`config.mk`:
```
export PLATFORM = sky130hd
export DESIGN_NAME = sdp_debounce_flat
export DESIGN_NICKNAME = d
export VERILOG_FILES = /design/src/rtl/sdp_debounce_if.sv /design/src/rtl/sdp_debounce.sv /design/src/flat_wrapper.sv
export SDC_FILE = /design/constraint.sdc
export NUM_CORES = 1
export LEC_CHECK = 0
export CAP_MARGIN = 20
export CELL_PAD_IN_SITES_DETAIL_PLACEMENT = 2
export CELL_PAD_IN_SITES_GLOBAL_PLACEMENT = 2
export CORE_ASPECT_RATIO = 0.75
export CORE_UTILIZATION = 25
export CTS_BUF_LIST = sky130_fd_sc_hd__clkbuf_4 sky130_fd_sc_hd__clkbuf_8
export CTS_CLUSTER_SIZE = 40
export DETAILED_ROUTE_END_ITERATION = 8
export GPL_TIMING_DRIVEN = 0
export MAX_ROUTING_LAYER = met4
export PLACE_DENSITY = 0.7
export SYNTH_ARGS = -nofsm -noshare
export SYNTH_HDL_FRONTEND = slang
export SYNTH_SLANG_ARGS = --single-unit
```
`constraint.sdc`:
```
create_clock -name clk -period 1.4 [get_ports clk]
set_input_delay 0.14 -clock clk [delete_from_list [all_inputs] [get_ports clk]]
set_output_delay 0.14 -clock clk [all_outputs]
set_load 0.03 [all_outputs]
```
`src/rtl/sdp_debounce_if.sv`:
```
// Register access bus for sdp_debounce: write port (W1C event clear) and registered read port.
interface sdp_debounce_if #(
    parameter int unsigned WIDTH = 1
);
    logic             wa;
    logic             we;
    logic [WIDTH-1:0] wd;
    logic             ra;
    logic             re;
    logic [WIDTH-1:0] rd;

    modport master (output wa, we, wd, ra, re, input rd);
    modport slave  (input wa, we, wd, ra, re, output rd);
endinterface

```
`src/rtl/sdp_debounce.sv`:
```
// Per-bit synchronizer + debounce filter with edge pulses, sticky event register and irq.
module sdp_debounce #(
    parameter int unsigned WIDTH  = 1,
    parameter int unsigned STABLE = 1000
) (
    input  logic             clk,
    input  logic             rst_n,
    input  logic [WIDTH-1:0] pin_i,
    output logic [WIDTH-1:0] db_o,
    output logic [WIDTH-1:0] rise_o,
    output logic [WIDTH-1:0] fall_o,
    output logic             irq_o,
    sdp_debounce_if.slave    bus
);
    localparam int unsigned CNT_W = $clog2(STABLE + 1);
    localparam logic [CNT_W-1:0] CNT_LAST = CNT_W'(STABLE - 1);

    logic [WIDTH-1:0] sync0_q, sync1_q;
    logic [WIDTH-1:0] db_q, db_d;
    logic [WIDTH-1:0] rise_q, rise_d;
    logic [WIDTH-1:0] fall_q, fall_d;
    logic [WIDTH-1:0] evt_q, evt_d;
    logic [WIDTH-1:0] rd_q, rd_d;
    logic             irq_q, irq_d;
    logic [CNT_W-1:0] cnt_q [WIDTH];
    logic [CNT_W-1:0] cnt_d [WIDTH];
    logic [WIDTH-1:0] clr;

    // Qualification: a differing level must persist STABLE edges; any agreement restarts the count.
    always_comb begin
        db_d   = db_q;
        rise_d = '0;
        fall_d = '0;
        for (int i = 0; i < int'(WIDTH); i++) begin
            cnt_d[i] = cnt_q[i];
            if (sync1_q[i] == db_q[i]) begin
                cnt_d[i] = '0;
            end else if (cnt_q[i] == CNT_LAST) begin
                cnt_d[i]  = '0;
                db_d[i]   = sync1_q[i];
                rise_d[i] = sync1_q[i];
                fall_d[i] = ~sync1_q[i];
            end else begin
                cnt_d[i] = cnt_q[i] + CNT_W'(1);
            end
        end
    end

    // Sticky events from the registered pulses; a coincident set beats the W1C clear.
    always_comb begin
        clr   = (bus.we && bus.wa) ? bus.wd : '0;
        evt_d = (evt_q & ~clr) | rise_q | fall_q;
        irq_d = |evt_d;
        rd_d  = rd_q;
        if (bus.re) begin
            rd_d = bus.ra ? evt_q : db_q;
        end
    end

    always_ff @(posedge clk or negedge rst_n) begin
        if (!rst_n) begin
            sync0_q <= '0;
            sync1_q <= '0;
            db_q    <= '0;
            rise_q  <= '0;
            fall_q  <= '0;
            evt_q   <= '0;
            rd_q    <= '0;
            irq_q   <= 1'b0;
            for (int i = 0; i < int'(WIDTH); i++) begin
                cnt_q[i] <= '0;
            end
        end else begin
            sync0_q <= pin_i;
            sync1_q <= sync0_q;
            db_q    <= db_d;
            rise_q  <= rise_d;
            fall_q  <= fall_d;
            evt_q   <= evt_d;
            rd_q    <= rd_d;
            irq_q   <= irq_d;
            for (int i = 0; i < int'(WIDTH); i++) begin
                cnt_q[i] <= cnt_d[i];
            end
        end
    end

    assign db_o   = db_q;
    assign rise_o = rise_q;
    assign fall_o = fall_q;
    assign irq_o  = irq_q;
    assign bus.rd = rd_q;
endmodule

```
`src/flat_wrapper.sv`:
```
// flat-port wrapper written by rule: the top's interface ports become plain ports
module sdp_debounce_flat 
#(
    parameter int unsigned WIDTH  = 1,
    parameter int unsigned STABLE = 1000
)
  (clk, rst_n, pin_i, db_o, rise_o, fall_o, irq_o, bus_wa, bus_we, bus_wd, bus_ra, bus_re, bus_rd);
  sdp_debounce_if #(.WIDTH(WIDTH)) bus_i ();
  input  logic clk;
  input  logic rst_n;
  input  logic [WIDTH-1:0] pin_i;
  output logic [WIDTH-1:0] db_o;
  output logic [WIDTH-1:0] rise_o;
  output logic [WIDTH-1:0] fall_o;
  output logic irq_o;
  input wire logic [$bits(bus_i.wa)-1:0] bus_wa;
  input wire logic [$bits(bus_i.we)-1:0] bus_we;
  input wire logic [$bits(bus_i.wd)-1:0] bus_wd;
  input wire logic [$bits(bus_i.ra)-1:0] bus_ra;
  input wire logic [$bits(bus_i.re)-1:0] bus_re;
  output wire logic [$bits(bus_i.rd)-1:0] bus_rd;
  assign bus_i.wa = bus_wa;
  assign bus_i.we = bus_we;
  assign bus_i.wd = bus_wd;
  assign bus_i.ra = bus_ra;
  assign bus_i.re = bus_re;
  assign bus_rd = bus_i.rd;
  sdp_debounce #(.WIDTH(WIDTH), .STABLE(STABLE)) u_core (.clk(clk), .rst_n(rst_n), .pin_i(pin_i), .db_o(db_o), .rise_o(rise_o), .fall_o(fall_o), .irq_o(irq_o), .bus(bus_i));
endmodule
```
* Yosys cells after proc, flatten, opt, wreduce, memory -nomap -nowiden
Cells that the tools add are included.
** Word-level totals
- Register bits after elaboration :: 17
- Bits of input ports :: 8
- Output and inout bits :: 5
- Word-level logic and storage cells :: 27
** Operators by class
- Add/sub/neg operators :: 1
- Eq/ne operators :: 2
- Multiplexer cells :: 8
- Bitwise operators :: 6
- Reduce and logical (&&, ||, !) cells :: 2
** Operators with widths (count)
- 10-bit two-way mux :: 2
- 10-bit by 1-bit adder with 10-bit output (second input constant) :: 1
- 10-bit == test (second input constant) :: 1
- 1-bit two-way mux :: 6
- 1-bit NOT :: 3
- 1-bit OR :: 2
- 2-bit AND reduction :: 1
- 1-bit bitwise AND :: 1
- 1-bit == test :: 1
- 1-bit logical AND :: 1

* Longest topological paths before layout
Gate-level depths: netlist of run 1.
- Depth in word-level cells :: 6
- Gate-level depth with buffers :: 4
- Gate-level depth less buffers :: 4

* Worst setup path before layout of run 1
Ideal clock, no wire load.
- Path kind :: register -> register
- From :: reg u_core.cnt_q[0] in the netlist's numbering
- To :: reg u_core.db_q (netlist: u_core.db_o)
- Setup time :: 125 ps
- Arrival :: 1423 ps
- Required time :: 1275 ps
- Slack :: -148 ps
- Cell stages (with the launch flop) :: 5
- Buffers on the path :: 0
- Clock period less this slack :: 1548 ps
- Cells stage by stage :: dfrtp_1 -> ha_1 -> nand4bb_2 -> or3_4 -> mux2_4
** On the way
- Longest elaborated chain between the ends :: 2
** Ends and longest elaborated chain
- from (decl) :: line sdp_debounce.sv:25 : logic [CNT_W-1:0] cnt_q [WIDTH];
- from (signal, indexed assignment) :: line sdp_debounce.sv:83 : cnt_q[i] <= cnt_d[i];
- 10-bit == test :: line sdp_debounce.sv:38 : end else if (cnt_q[i] == CNT_LAST) begin
- 2-bit AND reduction (no line)
- to (signal assigned) :: line sdp_debounce.sv:64 : db_q <= '0;
- to (signal assigned) :: line sdp_debounce.sv:76 : db_q <= db_d;
- to (decl) :: line sdp_debounce.sv:19 : logic [WIDTH-1:0] db_q, db_d;
No other way between the ends.
A chain may end at the register's enable or synchronous reset.

* Worst setup path in the final report of run 1
- From :: reg u_core.cnt_q[1] in the netlist's numbering
- To :: reg u_core.db_q (netlist: u_core.db_o)
Same word-level chain as after synthesis.

==> results of run 1 <==
state kept, by name, summed over array words and instances (netlist names):
name and count:
u_core.sync0_q 1, u_core.fall_o 1, u_core.sync1_q 1, u_core.db_o 1, u_core.evt_q 1, u_core.rise_o 1
u_core.bus.rd 1, u_core.cnt_q 10
worst max-delay path, cell delays in order, from the launching register on:
cell	delay, ns
dfrtp_1	0.42
ha_4	0.18
nand4bb_4	0.14
or3_4	0.42
mux2_4	0.30
path summary, 6_finish.rpt:
check / from / endpoint / slack (ns) / depth (start not counted)
setup / recovery: u_core.cnt_q[1] / u_core.db_o / -0.17 / 4
hold / removal: pin_i / u_core.sync0_q / 0.33 / 1
setup reg to reg: u_core.cnt_q[1] / u_core.db_o / -0.17 / 4
hold reg to reg: u_core.sync0_q / u_core.sync1_q / 0.36 / 0
max in group asynchronous: rst_n / u_core.cnt_q[2] / 0.51 / 1
min in group asynchronous: rst_n / u_core.fall_o / 0.35 / 1
cell usage in the layout, fill, tap and decap left out, types with 2 or more instances in the layout:
master           instances
clkbuf_8                 3
dlygate4sd2_1            5
a21oi_1                  4
nor2_1                   6
inv_1                    2
nor3b_2                  2
nand4_1                  2
nand3_1                  5
nand2_1                  2
xor2_1                   3
clkdlybuf4s50_1          7
or3_1                    2
buf_4                    5
dfrtp_1                 16
o21ai_0                  5
xnor2_1                  2
power groups by stage:
stage	Combinational (mW)	Sequential (mW)	Clock (mW)
2_1_floorplan	0.0241	0.529	0
3_3_place_gp	0.0694	0.527	0
3_5_place_dp	0.0737	0.528	0
4_1_cts	0.0795	0.519	0.397
5_1_grt	0.0852	0.520	0.413
6_report	0.0773	0.518	0.382
what timing repair did:
action                                  CTS  global route
hold buffers                              0             0
buffers inserted                          4             1
gates resized for setup                  10             0
pin swaps                                 3             2
endpoints found under the hold margin     0             0
endpoints found under the setup margin   15            10
through the flow:
| stage | area, um^2 | hold slack, ns | total power [mW] | setup TNS, ns |
|---|---|---|---|---|
| global route | 1050 | 0.331 | 1.02 | -1.45 |
| CTS | 1040 | 0.326 | 0.995 | -0.802 |
| detailed placement | 951 | 0.344 | 0.602 | -1.96 |
| floorplan | 786 | -0.156 | 0.553 | -0.0867 |
| finish | 1050 | 0.328 | 0.978 | -0.730 |
| global placement | 951 | 0.340 | 0.597 | -1.65 |
per-layer routing:
layer	wire length, um	vias to the layer above
met5	0	-
met4	7	0
met3	42	2
met2	870	4
met1	1000	309
li1	-	288
cell type report:
| cell class | instances | area, um^2 |
|---|---|---|
| Fill cell | 294 | 1690 |
| Sequential cell | 17 | 427 |
| Multi-Input combinational cell | 48 | 373 |
| Timing Repair Buffer | 17 | 151 |
| Clock buffer | 4 | 48.8 |
| Tap cell | 36 | 45.0 |
| Inverter | 2 | 7.51 |
cell families (layout without fill, tap and decap cells):
kind of cell               after synthesis  count (layout)
muxes                                    2               2
and+or+nand+nor                         24              24
adders and majority gates                1               1
xor gates and xnor gates                 5               5
AOI/OAI and AO/OA                       16              16
DFF                                     17              17
buffers and inverters                    2              23
==> results.sh, run 1 <==
export IMPL_core_area_mm2=0.00274
export IMPL_ys_async_sr_fraction=1.00
export IMPL_yosysWarnings=0
export IMPL_wl_per_cell_um=15.5
export IMPL_first_pass_iters=2
export IMPL_numCtsBuffers=3
export IMPL_die_x_um=65.8
export IMPL_grt_pass1_wl_um=3200
export IMPL_drv_slew=0
export IMPL_finalWorstSetupSlack_ns=-0.173
export IMPL_synthFlopType="dfrtp_1"
export IMPL_ir_drop_mv=0.732
export IMPL_synth_top_family_by_area="simple AND/OR/NAND/NOR gates"
export IMPL_drv_cap=0
export IMPL_ios=13
export IMPL_setup_viol=10
export IMPL_yosys_area_top_type="dfrtp_1"
export IMPL_yosysMostFrequentCell="dfrtp_1"
export IMPL_grt_max_degree=18
export IMPL_grt_util_met2=0.206
export IMPL_root_buffer="clkbuf_8"
export IMPL_setup_worst_path_class="flop to flop"
export IMPL_synth_common_cells="dfrtp_1, nor2_1, nand3_1, o21ai_0, a21oi_1"
export IMPL_finalHoldViolCount=0
export IMPL_fin_skew_ns=0.000617
export IMPL_clkPwrFrac=0.391
export IMPL_worst_slew_pin_slew_ns=0.785
export IMPL_nets=98
export IMPL_combPwrFrac=0.079
export IMPL_dieArea_mm2=0.00328
export IMPL_synth_area_top_cells="dfrtp_1, xor2_1, nand3_1, o21ai_0, nor2_1"
export IMPL_grt_busiest_layer="met2"
export IMPL_cellLeakagePower_nw=0.439
export IMPL_max_freq_mhz=636
export IMPL_finish_utilization=0.384
export IMPL_grt_util_met1=0.179
export IMPL_powerDensity_mw_per_mm2=929
export IMPL_yosysSeqAreaShare=0.558
export IMPL_clk_latency_ns=0.25
export IMPL_drt_total_wl_um=1930
export IMPL_cts_tree="done"
export IMPL_switching_share=0.218
export IMPL_start_util=0.278
export IMPL_synth_area_um2=762
export IMPL_dr_first_iter_drc_count=13
export IMPL_layout_drive_gt1_share=0.227
export IMPL_worstPathRequired_ns=1.54
export IMPL_rsz0062_at_grt="yes"
export IMPL_crit_fanout=4
export IMPL_cp_arrival_ns=1.71
export IMPL_p_switching_mw=0.213
export IMPL_cts_sinks=17
export IMPL_synthesis_nets=76
export IMPL_syn_avg_cell_area_um2=11.4
export IMPL_drc_errors=0
export IMPL_yosysUniqueCellTypes=25
export IMPL_gp_congestion=0.771
export IMPL_antenna_found_initial=0
export IMPL_hpwl_um=1400
export IMPL_clk_pin_slew_ns=0.06
export IMPL_synthXorXnorAreaFrac=0.0575
export IMPL_area_growth_pct=38.1
export IMPL_ys_seq_elements=17
export IMPL_grt_overflow=0
export IMPL_max_slew_margin=0.475
export IMPL_yosysTopAreaCellShare=0.558
export IMPL_min_period_over_period=1.12
export IMPL_postRouteAntennaNets=0
export IMPL_muxShareOfSynthArea=0.0328
export IMPL_port_buffers=12
export IMPL_synth_compound_area_frac=0.133
export IMPL_clock_path_buffers=2
export IMPL_final_cells=124
export IMPL_netlist_instances=67
export IMPL_vias=603
export IMPL_use_met3=0.0486
export IMPL_rows=16
export IMPL_die_h_um=49.8
export IMPL_p_int_mw=0.765
export IMPL_synth_edf_count=0
export IMPL_fin_crit_ns=1.57
export IMPL_htree_num_levels=1
export IMPL_synth_fa_ha_area_frac=0.0164
export IMPL_synthSimpleGateAreaFrac=0.192
export IMPL_grt_pass1_vias=642
export IMPL_grt_total_usage=0.137
export IMPL_endpoint_kind="flop"
export IMPL_vias_per_cell=4.86
export IMPL_diodes=0
export IMPL_violations="setup timing"
export IMPL_dp_cells=115
export IMPL_hold_path_class="input port to flop"
export IMPL_dpl_worst_slack_ns=-0.315
export IMPL_pwr_share_seq=0.530
export IMPL_startpoint_type="flop"
export IMPL_status="complete, but fails checks"
No activity file was read; power rests on OpenSTA's default activity.
==> run 2, diff against run 1 <==
Settings changed: SKIP_CTS_REPAIR_TIMING set to 1.
==> run 2 against run 1 <==
Effect of this change: the run still ends with setup timing left; die area unchanged; utilization decreased by 0.18 points; sequential share of layout area up 0.19 points; worst setup slack lost 0.032 ns; critical endpoint unchanged; largest power group unchanged.
==> results.sh, run 2 (synthesis results as in run 1) <==
export IMPL_cp_num_cells=4
export IMPL_status="complete, but fails checks"
export IMPL_rows=16
export IMPL_r2r_slack_ns=-0.21
export IMPL_min_from="pin_i"
export IMPL_nFillCells=294
export IMPL_cts_tree="done"
export IMPL_cp_slowest_stage_delay_ns=0.43
export IMPL_area_growth_pct=37.4
export IMPL_drv_slew=0
export IMPL_fin_crit_ns=1.61
export IMPL_numCtsBuffers=3
export IMPL_worst_slew_pin_slew_ns=0.787
export IMPL_rsz0062_at_grt="yes"
export IMPL_nets=95
export IMPL_startpoint_type="flop"
export IMPL_min_period_over_period=1.15
export IMPL_finalWorstSetupSlack_ns=-0.205
export IMPL_first_pass_iters=4
export IMPL_grt_overflow=0
export IMPL_worstSetupStartpoint="u_core.cnt_q[1]"
export IMPL_drt_total_wl_um=1890
export IMPL_fin_skew_ns=0.00189
export IMPL_vias_per_cell=4.85
export IMPL_dieArea_mm2=0.00328
export IMPL_crit_fanout=4
export IMPL_max_freq_mhz=623
export IMPL_r2r_cells=4
export IMPL_diodes=0
export IMPL_cellLeakagePower_nw=0.490
export IMPL_grt_max_degree=18
export IMPL_hpwl_um=1400
export IMPL_htree_num_levels=1
export IMPL_largest_reg_flops=10
export IMPL_ios=13
export IMPL_clk_pin_slew_ns=0.06
export IMPL_setup_viol=5
export IMPL_worstPathRequired_ns=1.53
export IMPL_max_flop_register="u_core.cnt_q"
export IMPL_vias=587
export IMPL_core_area_mm2=0.00274
export IMPL_cp_num_buf_inv=0
export IMPL_dpl_worst_slack_ns=-0.315
export IMPL_tns_ns=-0.578
export IMPL_antenna_found_initial=0
export IMPL_max_slew_margin=0.474
export IMPL_final_cell_mix="dfrtp_1, clkdlybuf4s50_1, nor2_1"
export IMPL_port_buffers=12
export IMPL_cpLargestDelayFamily="simple AND/OR/NAND/NOR gates"
export IMPL_dr_first_iter_drc_count=11
export IMPL_gp_congestion=0.771
export IMPL_hold_path_class="input port to flop"
export IMPL_die_x_um=65.8
export IMPL_regToRegStartpoint="u_core.cnt_q[1]"
export IMPL_die_h_um=49.8
export IMPL_grt_pass1_wl_um=3150
export IMPL_whs_path_depth=1
export IMPL_cts_sinks=17
export IMPL_power_mw=0.972
export IMPL_worstPathCellList="ha_4 -> nand4bb_4 -> or3_4 -> mux2_4"
export IMPL_grt_pass1_vias=647
export IMPL_clk_latency_ns=0.25
export IMPL_root_buffer="clkbuf_8"
export IMPL_cp_arrival_ns=1.74
export IMPL_ir_drop_mv=0.708
export IMPL_postRouteAntennaNets=0
export IMPL_finalHoldViolCount=0
export IMPL_grt_total_usage=0.134
export IMPL_wl_per_cell_um=15.6
export IMPL_setup_worst_path_class="flop to flop"
export IMPL_drc_errors=0
export IMPL_powerDensity_mw_per_mm2=928
export IMPL_drv_cap=0
export IMPL_layout_drive_gt1_share=0.176
export IMPL_violations="setup timing"
export IMPL_start_util=0.278
export IMPL_endpoint_kind="flop"
export IMPL_clock_path_buffers=2
export IMPL_crit_slowest_cell="or3_4"
export IMPL_final_common_cell="dfrtp_1"
-- run 2: final cells by class --
cell class	instances	area, um^2	share of cell area
flip-flops and latches	17	427	0.407
well taps	36	45.0	0.0430
multi-input cells	48	372	0.355
clock buffers	4	48.8	0.0466
repair buffers	14	148	0.141
inverters	2	7.51	0.00717
-- run 2: routing by layer --
layer	wire, um	global-route usage	vias up
met3	50	0.0486	2
met4	8	0.0217	0
met1	961	0.172	298
met2	871	0.204	4
met5	0	-	-
li1	-	-	283
-- run 2: worst paths after layout --
path	end
worst min-delay path	u_core.sync0_q
min in group asynchronous	u_core.fall_o
worst min register to register	u_core.sync1_q
max in group asynchronous	u_core.cnt_q[0]
worst max-delay path	u_core.db_o
worst max register to register	u_core.db_o
-- run 2: where the power goes --
part / switching [mW] / internal (mW)
logic: 0.0359 / 0.0395
registers: 0.0159 / 0.504
clock network: 0.156 / 0.221
-- run 2: metrics by stage --
step	instances	hold WS, ns	utilization	instance area (um^2)
after floorplan	67	-0.156	-	786
after global placement	115	0.340	0.347	951
after detailed placement	115	0.344	0.347	951
after CTS	119	0.326	0.365	1000
after global routing	121	0.332	0.382	1050
final	121	0.332	0.382	1050
